[src/rtl/mask_scan_encoder_pkg.sv]
// ============================================================================
// mask_scan_pkg : shared state encoding and scan-direction constants
// Revision      : 1.0
// ============================================================================
`default_nettype none

package mask_scan_pkg;

    typedef enum logic [0:0] {
        IDLE = 1'b0,
        SCAN = 1'b1
    } state_t;

    localparam logic MSE_ASC  = 1'b0;
    localparam logic MSE_DESC = 1'b1;

endpackage

`default_nettype wire

[src/rtl/mask_scan_encoder_prio_index.sv]
// ============================================================================
// prio_index : combinational lowest/highest set-bit picker with one-hot select
// Revision   : 1.0
// ============================================================================
`default_nettype none

module prio_index
    import mask_scan_pkg::*;
#(
    parameter int WIDTH = 32,
    parameter int IDX_W = $clog2(WIDTH)
) (
    input  logic [WIDTH-1:0] mask,
    input  logic             desc,
    output logic [IDX_W-1:0] index,
    output logic             found,
    output logic [WIDTH-1:0] onehot
);

    // The last hit in each loop wins, so loop direction is opposite to priority.
    always_comb begin
        index  = '0;
        onehot = '0;
        found  = |mask;
        if (desc == MSE_ASC) begin
            for (int i = WIDTH - 1; i >= 0; i--) begin
                if (mask[i]) begin
                    index     = IDX_W'(i);
                    onehot    = '0;
                    onehot[i] = 1'b1;
                end
            end
        end else begin
            for (int i = 0; i < WIDTH; i++) begin
                if (mask[i]) begin
                    index     = IDX_W'(i);
                    onehot    = '0;
                    onehot[i] = 1'b1;
                end
            end
        end
    end

endmodule

`default_nettype wire

[src/rtl/mask_scan_encoder.sv]
// ============================================================================
// mask_scan_encoder : emits the index of every set bit of a mask, one per handshake
// Revision          : 1.0
// ============================================================================
`default_nettype none

module mask_scan_encoder
    import mask_scan_pkg::*;
#(
    parameter int WIDTH = 32,
    parameter int IDX_W = $clog2(WIDTH)
) (
    input  logic             clk,
    input  logic             clr_n,
    input  logic             load_valid,
    output logic             load_ready,
    input  logic [WIDTH-1:0] load_mask,
    input  logic             load_desc,
    input  logic             abort,
    output logic             idx_valid,
    input  logic             idx_ready,
    output logic [IDX_W-1:0] idx,
    output logic             idx_last,
    output logic [IDX_W:0]   count,
    output logic             empty,
    output logic             busy
);

    state_t           state;
    state_t           state_nx;
    logic [WIDTH-1:0] rem;
    logic [WIDTH-1:0] rem_nx;
    logic             desc_q;
    logic             desc_nx;
    logic [IDX_W:0]   count_q;
    logic [IDX_W:0]   count_nx;
    logic             empty_q;
    logic             empty_nx;
    logic [IDX_W:0]   load_pop;

    logic [IDX_W-1:0] sel_idx;
    logic             sel_found;
    logic [WIDTH-1:0] sel_onehot;
    logic             rem_single;

    prio_index #(
        .WIDTH (WIDTH),
        .IDX_W (IDX_W)
    ) u_prio_index (
        .mask   (rem),
        .desc   (desc_q),
        .index  (sel_idx),
        .found  (sel_found),
        .onehot (sel_onehot)
    );

    // Exactly one bit left: nonzero and clearing the lowest bit leaves nothing.
    assign rem_single = sel_found && ((rem & (rem - WIDTH'(1))) == '0);

    always_comb begin
        load_pop = '0;
        for (int i = 0; i < WIDTH; i++) begin
            load_pop = load_pop + (IDX_W + 1)'(load_mask[i]);
        end
    end

    always_comb begin
        state_nx = state;
        rem_nx   = rem;
        desc_nx  = desc_q;
        count_nx = count_q;
        empty_nx = 1'b0;
        case (state)
            IDLE: begin
                if (load_valid) begin
                    if (|load_mask) begin
                        state_nx = SCAN;
                        rem_nx   = load_mask;
                        desc_nx  = load_desc;
                        count_nx = load_pop;
                    end else begin
                        empty_nx = 1'b1;
                    end
                end
            end
            SCAN: begin
                // Abort wins over a coincident handshake; that index is not consumed.
                if (abort) begin
                    state_nx = IDLE;
                    rem_nx   = '0;
                    count_nx = '0;
                end else if (idx_ready) begin
                    rem_nx = rem & ~sel_onehot;
                    if (rem_single) begin
                        state_nx = IDLE;
                        count_nx = '0;
                    end
                end
            end
            default: begin
                state_nx = IDLE;
                rem_nx   = '0;
                count_nx = '0;
            end
        endcase
    end

    always_ff @(posedge clk or negedge clr_n) begin
        if (!clr_n) begin
            state   <= IDLE;
            rem     <= '0;
            desc_q  <= MSE_ASC;
            count_q <= '0;
            empty_q <= 1'b0;
        end else begin
            state   <= state_nx;
            rem     <= rem_nx;
            desc_q  <= desc_nx;
            count_q <= count_nx;
            empty_q <= empty_nx;
        end
    end

    assign busy       = (state == SCAN);
    assign load_ready = (state == IDLE);
    assign idx_valid  = busy;
    assign idx        = busy ? sel_idx : '0;
    assign idx_last   = busy && rem_single;
    assign count      = busy ? count_q : '0;
    assign empty      = empty_q;

endmodule

`default_nettype wire

[config.mk]
export PLATFORM = sky130hd
export DESIGN_NAME = mask_scan_encoder
export DESIGN_NICKNAME = d
export VERILOG_FILES = /design/src/rtl/mask_scan_encoder_pkg.sv /design/src/rtl/mask_scan_encoder_prio_index.sv /design/src/rtl/mask_scan_encoder.sv
export SDC_FILE = /design/constraint.sdc
export NUM_CORES = 1
export LEC_CHECK = 0
export BUFFER_PORTS_ARGS = -buffer_cell sky130_fd_sc_hd__buf_2
export CAP_MARGIN = 20
export CORE_ASPECT_RATIO = 2
export CORE_MARGIN = 4
export CORE_UTILIZATION = 32
export CTS_CLUSTER_DIAMETER = 150
export DETAILED_ROUTE_END_ITERATION = 16
export PLACE_DENSITY = 0.57
export SLEW_MARGIN = 20
export SYNTH_ARGS = -nofsm -noshare
export SYNTH_HDL_FRONTEND = slang
export SYNTH_SLANG_ARGS = --single-unit
[constraint.sdc]
create_clock -name clk -period 9.05 [get_ports clk]
set_input_delay 0.4525 -clock clk [delete_from_list [all_inputs] [get_ports clk]]
set_output_delay 0.4525 -clock clk [all_outputs]
set_load 0.02 [all_outputs]
* Word-level counts from Yosys, hierarchy flattened *
Cells that the tools add are included.

operators by class
  equal/unequal tests = 4
  reductions and logical operators = 8
  $add $sub $neg = 32
  multiplexer cells = 151
  bitwise logic cells = 4

operator list
  kind                   count
  $mux 32                38
  $mux 5                 51
  $add 6x1->6            26
  $and 32x32->32         2
  $pmux 32 s2            1
  $reduce_or 32->1       2
  $mux 6                 7
  $mux 4                 9
  $logic_not 32->1       1
  $not 32->32            1
  $sub 32x1->32 const B  1
  $mux 31                1
  $mux 30                1
  $mux 29                1
  $mux 28                1
  $mux 27                1
  $mux 26                1
  $mux 25                1
  $mux 24                1
  $mux 23                1
  $mux 22                1
  $mux 21                1
  $mux 20                1
  $mux 19                1
  other kinds (30)       47

storage, ports and cells
  logic and storage cells = 204
  bits of input ports = 38
  output and inout bits = 16
  flip-flop bits (word level) = 41

* Logic depth before layout (Yosys ltp) *
Gate-level depths: netlist (run 1).

  word-level depth = 38
  mapped depth = 16
  mapped depth without buffers = 16

* Cells and area by module *
Synthesis (run 1) repeated with hierarchy kept, for this count alone.

unflattened totals
  cell total of the unflattened synthesis = 611
  area total of the unflattened synthesis = 4,683.2 sq um

by module, submodules not included
  module             times used  area each (sq um)  sequential area each (sq um)  cells an instance
  mask_scan_encoder  1           3,270.6            1,026.0                       372
  prio_index         1           1,412.6            0.0                           239

* Least setup slack after synthesis (run 1) *
OpenSTA, ideal clock, no wires.

  path kind = input-to-reg
  start point = in load_mask[23]
  end point = reg count_q[4]
  slack = 4,239 ps
  required time = 8,929 ps
  arrival time = 4,690 ps
  setup time = 121 ps
  cell stages on the path = 16
  buffers on the path = 0
  cells stage by stage = inv_1 > fa_1 > fa_1 > inv_1 > fa_1 > inv_1 > fa_1 > fa_1 > fa_1 > inv_1 > ha_1 > fa_1 > a21o_1 > a21oi_1 > xnor2_1 > a22o_1

between the ends
  cells in the longest elaborated chain, start to end = 12
  elaborated cells on any way between the ends = 15
  classes of those cells = add/sub (9); eq/ne (1); mux (3); reduce/logical (2)

ends and longest elaborated chain
  what                      line                      source
  start, declared           mask_scan_encoder.sv:17   input logic [WIDTH-1:0] load_mask,
  $add 6x1->6 (9 in a row)  mask_scan_encoder.sv:63   load_pop = load_pop + (IDX_W + 1)'(load_mask[i]);
  $mux 6                    mask_scan_encoder.sv:76   if (|load_mask) begin
  $mux 6                    mask_scan_encoder.sv:75   if (load_valid) begin
  $pmux 6 s2                mask_scan_encoder.sv:73   case (state)
  end signal, assigned      mask_scan_encoder.sv:119  count_q <= count_nx;
  end, declared             mask_scan_encoder.sv:35   logic [IDX_W:0] count_q;

Parallel ways exist; a longest one is shown, timed or not. The select of a mux whose other input is x is not followed.
A chain may end at the register's enable or synchronous reset.

* Worst setup path in the final report (run 1) *
  start point = in load_mask[17]
  end point = reg count_q[4]

between the ends
  cells in the longest elaborated chain, start to end = 18
  elaborated cells on any way between the ends = 21
  classes of those cells = add/sub (15); eq/ne (1); mux (3); reduce/logical (2)

ends and longest elaborated chain
  what                       line
  $add 6x1->6 (15 in a row)  mask_scan_encoder.sv:63
  $mux 6                     mask_scan_encoder.sv:76
  $mux 6                     mask_scan_encoder.sv:75
  $pmux 6 s2                 mask_scan_encoder.sv:73

Parallel ways exist; a longest one is shown, timed or not. The select of a mux whose other input is x is not followed.

==> results of run 1 <==
## flip-flops by register name, summed over array words and instances, names as in the netlist
| name | flops |
|---|---|
| busy | 1 |
| count_q | 6 |
| empty | 1 |
| rem | 32 |
| desc_q | 1 |
## layer usage
| layer | part of all wire [%] | vias to the layer above |
|---|---|---|
| met5 | 0 | - |
| li1 | - | 2052 |
| met4 | 8.6 | 0 |
| met2 | 54 | 220 |
| met1 | 34 | 2227 |
| met3 | 4.2 | 79 |
## where the power goes
| group | leakage (nW) | internal [W] | switching (W) |
|---|---|---|---|
| Combinational | 1.48 | 0.000319 | 0.000455 |
| Clock | 0.0842 | 0.000131 | 0.0000798 |
| Sequential | 0.531 | 0.000218 | 0.0000879 |
## how the worst max path moves through the flow
stage / start / slack [ps] / cells after the start / endpoint
floorplan: load_mask[23] / 4240 / 16 / count_q[4]
global placement: load_mask[17] / 3900 / 17 / count_q[4]
detailed placement: load_mask[17] / 3880 / 17 / count_q[4]
CTS: load_mask[17] / 4150 / 17 / count_q[4]
global route: load_mask[17] / 4010 / 17 / count_q[4]
finish: load_mask[17] / 4190 / 17 / count_q[4]
## stage by stage
stage | cell area (um2) | setup slack, ps | std cells
6_report | 4750 | 4190 | 728
4_1_cts | 4730 | 4150 | 726
3_3_place_gp | 4560 | 3900 | 718
3_5_place_dp | 4560 | 3880 | 718
5_1_grt | 4750 | 4010 | 728
2_1_floorplan | 4260 | 4240 | 554
## worst max-delay path, stage by stage
cell,delay (ps)
buf_2,130
fa_1,540
inv_1,70
fa_1,480
inv_1,50
fa_1,500
inv_1,60
fa_1,520
fa_1,430
fa_1,500
inv_1,50
ha_1,210
fa_1,460
a21o_1,170
a21oi_1,170
xnor2_1,90
a22o_1,170
## cell usage in the layout, fill, tap and decap left out, drive strengths merged, types with 3 or more instances in the layout
master / synthesis / final
and2: 7 / 7
o31ai: 21 / 21
and3: 4 / 4
or2: 5 / 5
nor3: 23 / 23
fa: 24 / 24
nand3: 10 / 10
a22o: 23 / 23
nor2b: 3 / 3
o41ai: 7 / 7
a21o: 4 / 4
a32o: 3 / 3
or3: 7 / 7
a21oi: 22 / 22
clkbuf: 39 / 6
dfrtp: 41 / 41
nor2: 50 / 50
inv: 50 / 51
buf: 6 / 58
nand2b: 7 / 7
nand4: 11 / 11
or4: 7 / 7
nor4: 25 / 25
ha: 8 / 8
a31oi: 9 / 9
o21ai: 47 / 47
o211ai: 3 / 3
nand2: 54 / 54
o21bai: 4 / 4
a211oi: 3 / 3
## cell type report
cell class	instances	area share, %
well taps	152	4.00
multi-input cells	417	60.1
inverters	51	4.03
repair buffers	59	6.79
clock inverters	3	0.921
clock buffers	5	2.63
flip-flops and latches	41	21.6
## cell families (layout without fill, tap and decap cells)
family          count (synthesis)  after routing
buf+inv                        96            118
xor+xnor                        3              3
fa+ha+maj                      34             34
simple gates                  218            218
flops                          41             41
compound gates                162            162
==> impl_metrics.csv, run 1 <==
group,metric,value,unit
run_status,run_status,"complete, no violations",
cts,clock_sink_count,41,
cells_and_area,final_util,36.4,%
cts,numCtsBuffers,5,
global_routing,grt_util_all_layers,24.1,%
timing,maxSlewHeadroom,39.7,%
logic_synthesis,syn-instance-count,554,
run,max-cap-violations,0,
timing,fin_worst_skew,11.6,ps
cts,setup_fix_buffers_added_after_clock_tree_synthesis,0,
cells_and_area,multiInputGateArea,0.00286,mm2
critical_path,timing.rr.end,"count_q[3]",
cts,clkLatencyLatePin,290,ps
logic_synthesis,synth.top_cells.by_count,"nand2_1 (54), inv_1 (50), nor2_1 (50)",
die,pin_count,54,
die,core_area,0.0131,mm2
timing,timing_worst_slew_pin_value,897,ps
logic_synthesis,area_fraction_of_the_dominant_cell_type_after_synthesis,24.1,%
place,place.gp.congestion,0.996,
cts,cts_resized,0,
routing,drc_errors,0,
logic_synthesis,yosysMostFrequentCell,"nand2_1",
cts,holdBufCountCts,0,
global_routing,gr-usage-met1,25.8,%
timing,fmax,206,MHz
critical_path,critPathRequiredTime,9230,ps
global_routing,grt.met2_usage,42.9,%
logic_synthesis,synth_compound_gate_area_share,26.1,%
cells_and_area,area_growth_syn_to_layout,11.5,%
routing,route.antenna.remaining_nets,0,
logic_synthesis,post_synth_mux_area_share,0,%
logic_synthesis,synth-seq-cells,41,
global_routing,grt_first_pass_wirelength,27.3,mm
logic_synthesis,yosysUniqueCellTypes,59,
timing,finalSetupViolCount,0,
timing,unrepaired_setup_endpoints_after_global_routing,"false",
cts,cts.root.buffer_cell,"clkbuf_16",
logic_synthesis,ys_async_sr_fraction,100,%
logic_synthesis,synth-edff-count,0,
die,die_outline_area,0.0153,mm2
critical_path,timing.rr.start,"rem[2]",
global_routing,grt_start_max_net_pins,42,
global_routing,globalRoute.busiestLayer,"met2",
routing,violation_count_after_the_first_detailed_routing_iteration,482,
cts,cts_buffer_depth,2,
routing,vias,4578,
routing,wl,17.9,mm
logic_synthesis,yosysSeqAreaShare,24.1,%
global_routing,first_global_vias,4617,
global_routing,antenna_violations_before_repair,0,
timing,slew_viol_final,0,
place,dp_hpwl,14.5,mm
logic_synthesis,synth_top_family_by_area,"compound AO/OA/AOI/OAI gates",
cells_and_area,num_antenna_cells,0,
timing,whs,39.7,ps
logic_synthesis,post_synth_main_area_contributors,"dfrtp_1 (24%), fa_1 (11%), nand2_1 (4.8%)",
logic_synthesis,yosys.area_share.simple,26.1,%
cells_and_area,finalNetCount,645,
logic_synthesis,xor_and_xnor_fraction_of_the_mapped_netlist_area,0.616,%
routing,drt-wirelength-per-cell,24.5,um
logic_synthesis,postSynthAreaPerCell,7.70,um2
critical_path,r2r_slack,5470,ps
power,totalPowerFinal,0.00129,W
power,power_density,271,mW/mm2
critical_path,critical_path_startpoint_category,"primary input",
cts,ctsHtreeMaxLevel,2,
die,initial_core_util,32.6,%
cells_and_area,final_layout_size_suffix_gt1_share,14.1,%
logic_synthesis,synth-warning-count,0,
hold_path,hold_path.class,"in -> async",
logic_synthesis,synth_area,0.00426,mm2
logic_synthesis,synth_top_cell_by_area,"dfrtp_1",
cells_and_area,fill_cells,1391,
routing,via_density_per_instance,6.29,
die,row_count,59,
cts,clk_pin_slew_worst_paths,60,ps
critical_path,cp_data_arrival_time,5040,ps
critical_path,timing.setup.critical_path_class,"in -> reg",
timing,finalSetupTns,0,ps
critical_path,critPathMaxFanout,3,
power,total_leakage_power,2.10,nW
critical_path,timing.critical_path.to_type,"flip-flop",
logic_synthesis,postSynth.topFlopCell,"dfrtp_1",
logic_synthesis,syn-num-nets,624,
global_routing,grt_overflow,0,
timing,post-route-min-period,4860,ps
routing,drt_pre_antenna_iters,5,
power,vdd.ir_drop.worst,0.353,mV
place,io_buffer_count,53,
die,die_span_x,89.6,um
timing,layout_worst_path_cycle_share,53.7,%
cts,tritoncts_clock_tree,"done",
timing,hold_viol,0,
cells_and_area,final-seq-area,0.00103,mm2
global_routing,gr-usage-met3,1.63,%
die,chipHeight,171,um
critical_path,reg2reg_depth,7,
logic_synthesis,adder_and_majority_cell_fraction_of_the_synthesized_area,14.1,%
No activity file was read; power rests on OpenSTA's default activity.
==> run 2, diff against run 1 <==
PLACE_DENSITY = 0.59   (was 0.57)
clock period = 4.3 ns   (was 9.05 ns; I/O delays follow)
==> run 2 against run 1 <==
  * The run now ends with setup timing left
  * Global-route usage grew 0.46 points
  * Die area is the same
  * Clock skew shrank 4.9 ps
  * Clock power grew 130%
  * Via count grew 3.7%
  * Utilization grew 2.1 points
  * Sequential power grew 96%
  * Sequential share of layout area shrank 1.2 points
  * Power grew 130%
  * Critical path type unchanged
==> impl_metrics.csv, run 2 (synthesized netlist as in run 1, its figures left out) <==
group,metric,value,unit
power,power_density,594,mW/mm2
critical_path,timing.setup.critical_path_class,"in -> reg",
critical_path,critical-path-top-delay-family,"adder cells",
power,power_share_of_the_combinational_group,63.4,%
run,max-cap-violations,0,
critical_path,timing.critical_path.to_type,"flip-flop",
global_routing,first_global_vias,4865,
global_routing,grt_start_max_net_pins,42,
die,row_count,59,
cts,clk_pin_slew_worst_paths,60,ps
timing,unrepaired_setup_endpoints_after_global_routing,"true",
critical_path,crit_slowest_cell,"fa_1",
critical_path,r2r_slack,720,ps
timing,finalSetupViolCount,1,
power,total_leakage_power,2.26,nW
cts,clkLatencyLatePin,290,ps
critical_path,critical_path_buf_inv_count,5,
routing,wl_met3,781,um
run_status,run_status,"finished, violations left",
power,vdd.ir_drop.worst,1.08,mV
timing,fin_worst_skew,6.69,ps
routing,vias,4748,
cells_and_area,layout.cells.non_filler,760,
global_routing,grt_first_pass_wirelength,28.1,mm
cts,holdBufCountCts,0,
routing,wl,18.0,mm
run_status,failed_checks,"setup timing",
critical_path,cp_data_arrival_time,4550,ps
global_routing,antenna_violations_before_repair,0,
timing,hold_viol,0,
cells_and_area,commonest_cells_after_routing_fill_and_taps_aside,"nand2_1 (54), buf_2 (52), nor2_1 (50)",
cells_and_area,final_layout_size_suffix_gt1_share,19.7,%
timing,slew_viol_final,0,
routing,route.antenna.remaining_nets,0,
critical_path,timing.rr.end,"count_q[4]",
routing,wirelength_met1,6.13,mm
timing,timing_worst_slew_pin_value,1100,ps
routing,dr.max_layer_used,"met4",
timing,maxSlewHeadroom,26.2,%
power,totalPowerFinal,0.00299,W
critical_path,reg2reg_depth,7,
cells_and_area,finalNetCount,677,
timing,fmax,229,MHz
power,power_switching,0.00137,W
timing,final.setup.worst_slack,-75.5,ps
routing,drt_pre_antenna_iters,6,
die,die_span_x,89.6,um
timing,whs,80.0,ps
cts,tritoncts_clock_tree,"done",
critical_path,timing.rr.start,"rem[6]",
hold_path,hold_path.class,"in -> async",
cts,numCtsBuffers,5,
routing,met2_length,9.69,mm
global_routing,grt_util_all_layers,24.6,%
critical_path,cp_cell_sequence,"buf_8 > fa_1 > inv_2 > fa_1 > inv_1 > fa_1 > inv_2 > fa_1 > fa_1 > fa_1 > inv_1 > ha_2 > fa_2 > a21o_1 > a21oi_2 > xnor2_1 > a22o_1",
cells_and_area,largest_reg_flops,32,
critical_path,critical_path_startpoint_category,"primary input",
cells_and_area,num_antenna_cells,0,
critical_path,critPathRequiredTime,4480,ps
routing,via_density_per_instance,6.25,
cts,ctsHtreeMaxLevel,2,
place,placed_cells,752,
routing,drc_errors,0,
power,power_switching_share,45.7,%
critical_path,critPathMaxFanout,2,
cells_and_area,area_growth_syn_to_layout,18.0,%
critical_path,critical-path-top-cell-by-count,"fa_1",
cells_and_area,mostFrequentLayoutCell,"nand2_1",
cts,cts_buffer_depth,2,
power,internal_power,0.00162,W
cells_and_area,fill_cells,1369,
place,place.gp.congestion,1.02,
cells_and_area,reg.largest.list,"rem: 32 flops, count_q: 6 flops",
timing,post-route-min-period,4380,ps
place,dp_hpwl,14.4,mm
power,clkPwrFrac,16.6,%
critical_path,critPathMaxStageDelay,560,ps
place,place_worst_setup_slack,-436,ps
place,io_buffer_count,53,
cts,clock_sink_count,41,
routing,violation_count_after_the_first_detailed_routing_iteration,541,
global_routing,grt_overflow,0,
timing,layout_worst_path_cycle_share,102,%
die,core_area,0.0131,mm2
routing,drt-wirelength-per-cell,23.7,um
cts,cts.root.buffer_cell,"clkbuf_16",
die,initial_core_util,32.6,%
die,pin_count,54,
die,die_outline_area,0.0153,mm2
die,chipHeight,171,um
cells_and_area,largest-register,"rem",
power,p_seq_share,20.1,%
[run 2: cell types whose count changed in the layout (fill, tap and decap cells not counted), sizes merged]
cell    previous run  this run
clkbuf             6         5
buf               58        91
inv               51        50
bufinv             1         2
[run 2: power groups by stage]
stage	combinational [W]	clock, W	sequential [W]
6_report	0.00189	0.000495	0.000599
5_1_grt	0.00211	0.000517	0.000608
4_1_cts	0.00186	0.000501	0.000592
3_5_place_dp	0.00184	0	0.000599
3_3_place_gp	0.00182	0	0.000600
2_1_floorplan	0.00131	0	0.000499
[run 2: how the worst max path moves through the flow]
stage	cells past startpoint	slack, ps	to	startpoint
after global placement	17	-390	count_q[4]	load_mask[17]
after CTS	17	-80	count_q[4]	load_mask[21]
after detailed placement	17	-440	count_q[4]	load_mask[17]
after global routing	17	-220	count_q[4]	load_mask[21]
after floorplan	16	-110	count_q[4]	load_mask[27]
final	17	-80	count_q[4]	load_mask[21]
[run 2: repair_timing]
item                                   CTS  global route
setup endpoints to repair                3             4
pin swaps                                4             0
gates resized for setup                  4             3
buffers inserted                         0             0
endpoints found under the hold margin    0             0
[run 2: cell type report]
class	instances	area [um2]	area share [%]
clock inverters	3	65.1	1.29
clock buffers	5	125	2.49
flip-flops and latches	41	1030	20.4
multi-input cells	417	2870	57.0
well taps	152	190	3.78
inverters	51	191	3.81
repair buffers	91	564	11.2
[run 2: layer usage]
layer | GRT usage, % | vias up
li1 | - | 2108
met1 | 26.4 | 2330
met2 | 43.5 | 240
met3 | 1.92 | 70
met4 | 17.4 | 0
met5 | 0 | -
[run 2: per-stage QoR]
step                      cell area (um2)  utilization (%)  TNS [ps]
after detailed placement             4820             36.9     -1570
after CTS                            5020             38.4     -84.7
after floorplan                      4270                -      -106
after global placement               4820             36.9     -1430
final                                5030             38.5     -75.5
after global routing                 5030             38.5      -381
==> run 3, diff against run 2 <==
PLACE_DENSITY = 0.57   (was 0.59)
clock period = 5 ns   (was 4.3 ns; I/O delays follow)
==> run 3 against run 2 <==
  * The run now ends clean
  * Die area unchanged
  * Setup slack improved by 470 ps
  * Design area decreased by 5.7%
  * Combinational power decreased by 24%
  * Count of clock-buffer cells in the layout unchanged
  * Clock skew increased by 1.8 ps
  * Critical path depth unchanged
  * Clock power decreased by 34%
  * Largest power group unchanged
==> impl_metrics.csv, run 3 (synthesized netlist as in run 1, its figures left out) <==
group,metric,value,unit
timing,final.setup.worst_slack,399,ps
cts,clock_sink_count,41,
critical_path,r2r_slack,1500,ps
critical_path,critPathMaxFanout,3,
cts,ctsHtreeMaxLevel,2,
timing,maxSlewHeadroom,33.2,%
routing,vias,4545,
critical_path,critical_path_startpoint_category,"primary input",
place,placed_cells,723,
cells_and_area,final_layout_size_suffix_gt1_share,14.7,%
timing,fmax,217,MHz
cts,holdBufCountCts,0,
power,vdd.ir_drop.worst,0.810,mV
cells_and_area,area_growth_syn_to_layout,11.2,%
global_routing,grt_first_pass_wirelength,27.9,mm
cts,setup_fix_buffers_added_after_clock_tree_synthesis,0,
routing,violation_count_after_the_first_detailed_routing_iteration,424,
routing,drt-wirelength-per-cell,24.9,um
routing,route.antenna.remaining_nets,0,
timing,unrepaired_setup_endpoints_after_global_routing,"false",
cells_and_area,reg.largest.list,"rem: 32 flops, count_q: 6 flops",
cts,tritoncts_clock_tree,"done",
timing,finalSetupViolCount,0,
die,chipHeight,171,um
power,total_leakage_power,2.09,nW
die,die_outline_area,0.0153,mm2
cells_and_area,layout.cells.non_filler,731,
timing,post-route-min-period,4600,ps
timing,whs,109,ps
global_routing,antenna_violations_before_repair,0,
cells_and_area,finalNetCount,648,
cells_and_area,commonest_cells_after_routing_fill_and_taps_aside,"nand2_1 (54), buf_2 (53), inv_1 (50), nor2_1 (50), dfrtp_1 (41)",
place,place.gp.congestion,1.01,
routing,wl,18.2,mm
die,pin_count,54,
critical_path,critPathRequiredTime,5190,ps
die,core_area,0.0131,mm2
timing,timing_worst_slew_pin_value,1000,ps
routing,via_density_per_instance,6.22,
global_routing,first_global_vias,4701,
timing,finalSetupTns,0,ps
die,die_span_x,89.6,um
place,place_area,0.00460,mm2
power,power_density,487,mW/mm2
routing,drc_errors,0,
cts,cts_buffer_depth,2,
global_routing,globalRoute.busiestLayer,"met2",
global_routing,grt_overflow,0,
global_routing,gr-usage-met3,1.87,%
critical_path,cp_data_arrival_time,4790,ps
die,initial_core_util,32.6,%
timing,fin_worst_skew,8.51,ps
timing,slew_viol_final,0,
run,max-cap-violations,0,
cells_and_area,largest_reg_flops,32,
cts,cts_resized,0,
timing,layout_worst_path_cycle_share,92.0,%
die,row_count,59,
place,dp_hpwl,14.6,mm
cells_and_area,mostFrequentLayoutCell,"nand2_1",
global_routing,gr-usage-met1,26.3,%
critical_path,timing.critical_path.to_type,"flip-flop",
cts,numCtsBuffers,5,
timing,hold_viol,0,
critical_path,timing.setup.critical_path_class,"in -> reg",
cells_and_area,num_antenna_cells,0,
hold_path,hold_path.class,"in -> async",
global_routing,grt.met2_usage,44.8,%
place,io_buffer_count,53,
cts,clk_pin_slew_worst_paths,60,ps
run_status,run_status,"complete, no violations",
place,place_worst_setup_slack,54.8,ps
global_routing,grt_util_all_layers,24.7,%
routing,drt_pre_antenna_iters,5,
cells_and_area,layout.cell_area.non_filler,0.00474,mm2
cts,clkLatencyLatePin,300,ps
cells_and_area,largest-register,"rem",
global_routing,grt_start_max_net_pins,42,
cts,cts.root.buffer_cell,"clkbuf_16",
==> run 3: worst paths after layout <==
kind	from	end	cells after the start
worst max-delay path	load_mask[17]	count_q[4]	17
worst min-delay path	clr_n	rem[19]	1
worst max register to register	rem[6]	count_q[3]	7
worst min register to register	count_q[5]	count_q[5]	1
max in group asynchronous	clr_n	count_q[1]	1
min in group clk	load_mask[3]	rem[3]	3
==> run 3: worst max-delay path: stages <==
cell and delay (ps):
buf_2 130, fa_1 540, inv_1 70, fa_1 470, inv_1 50, fa_1 500
inv_1 60, fa_1 530, fa_1 430, fa_1 490, inv_1 40, ha_1 200
fa_1 440, a21o_1 160, a21oi_1 170, xnor2_1 80, a22o_1 170
==> run 3: area by class of cell <==
| cell class | count | area, um2 |
|---|---|---|
| Clock buffer | 5 | 125 |
| Clock inverter | 3 | 17.5 |
| Fill cell | 1386 | 8320 |
| Inverter | 51 | 191 |
| Multi-Input combinational cell | 417 | 2860 |
| Sequential cell | 41 | 1030 |
| Tap cell | 152 | 190 |
| Timing Repair Buffer | 62 | 333 |
==> run 3: routing by layer <==
layer / wire, um / share of wire, %
met5: 0 / 0
met4: 1330 / 7.3
met3: 696 / 3.8
met2: 10000 / 55
met1: 6130 / 34
==> run 3: power breakdown <==
group / switching, W / internal, W / total [W]
registers: 0.000151 / 0.000394 / 0.000545
clock network: 0.000144 / 0.000183 / 0.000328
logic: 0.000834 / 0.000603 / 0.00144
==> run 3: through the flow <==
step / utilization (%) / power, W
floorplan: - / 0.00153
global placement: 35.2 / 0.00198
detailed placement: 35.2 / 0.00199
CTS: 36.3 / 0.00233
global route: 36.3 / 0.00251
finish: 36.3 / 0.00231
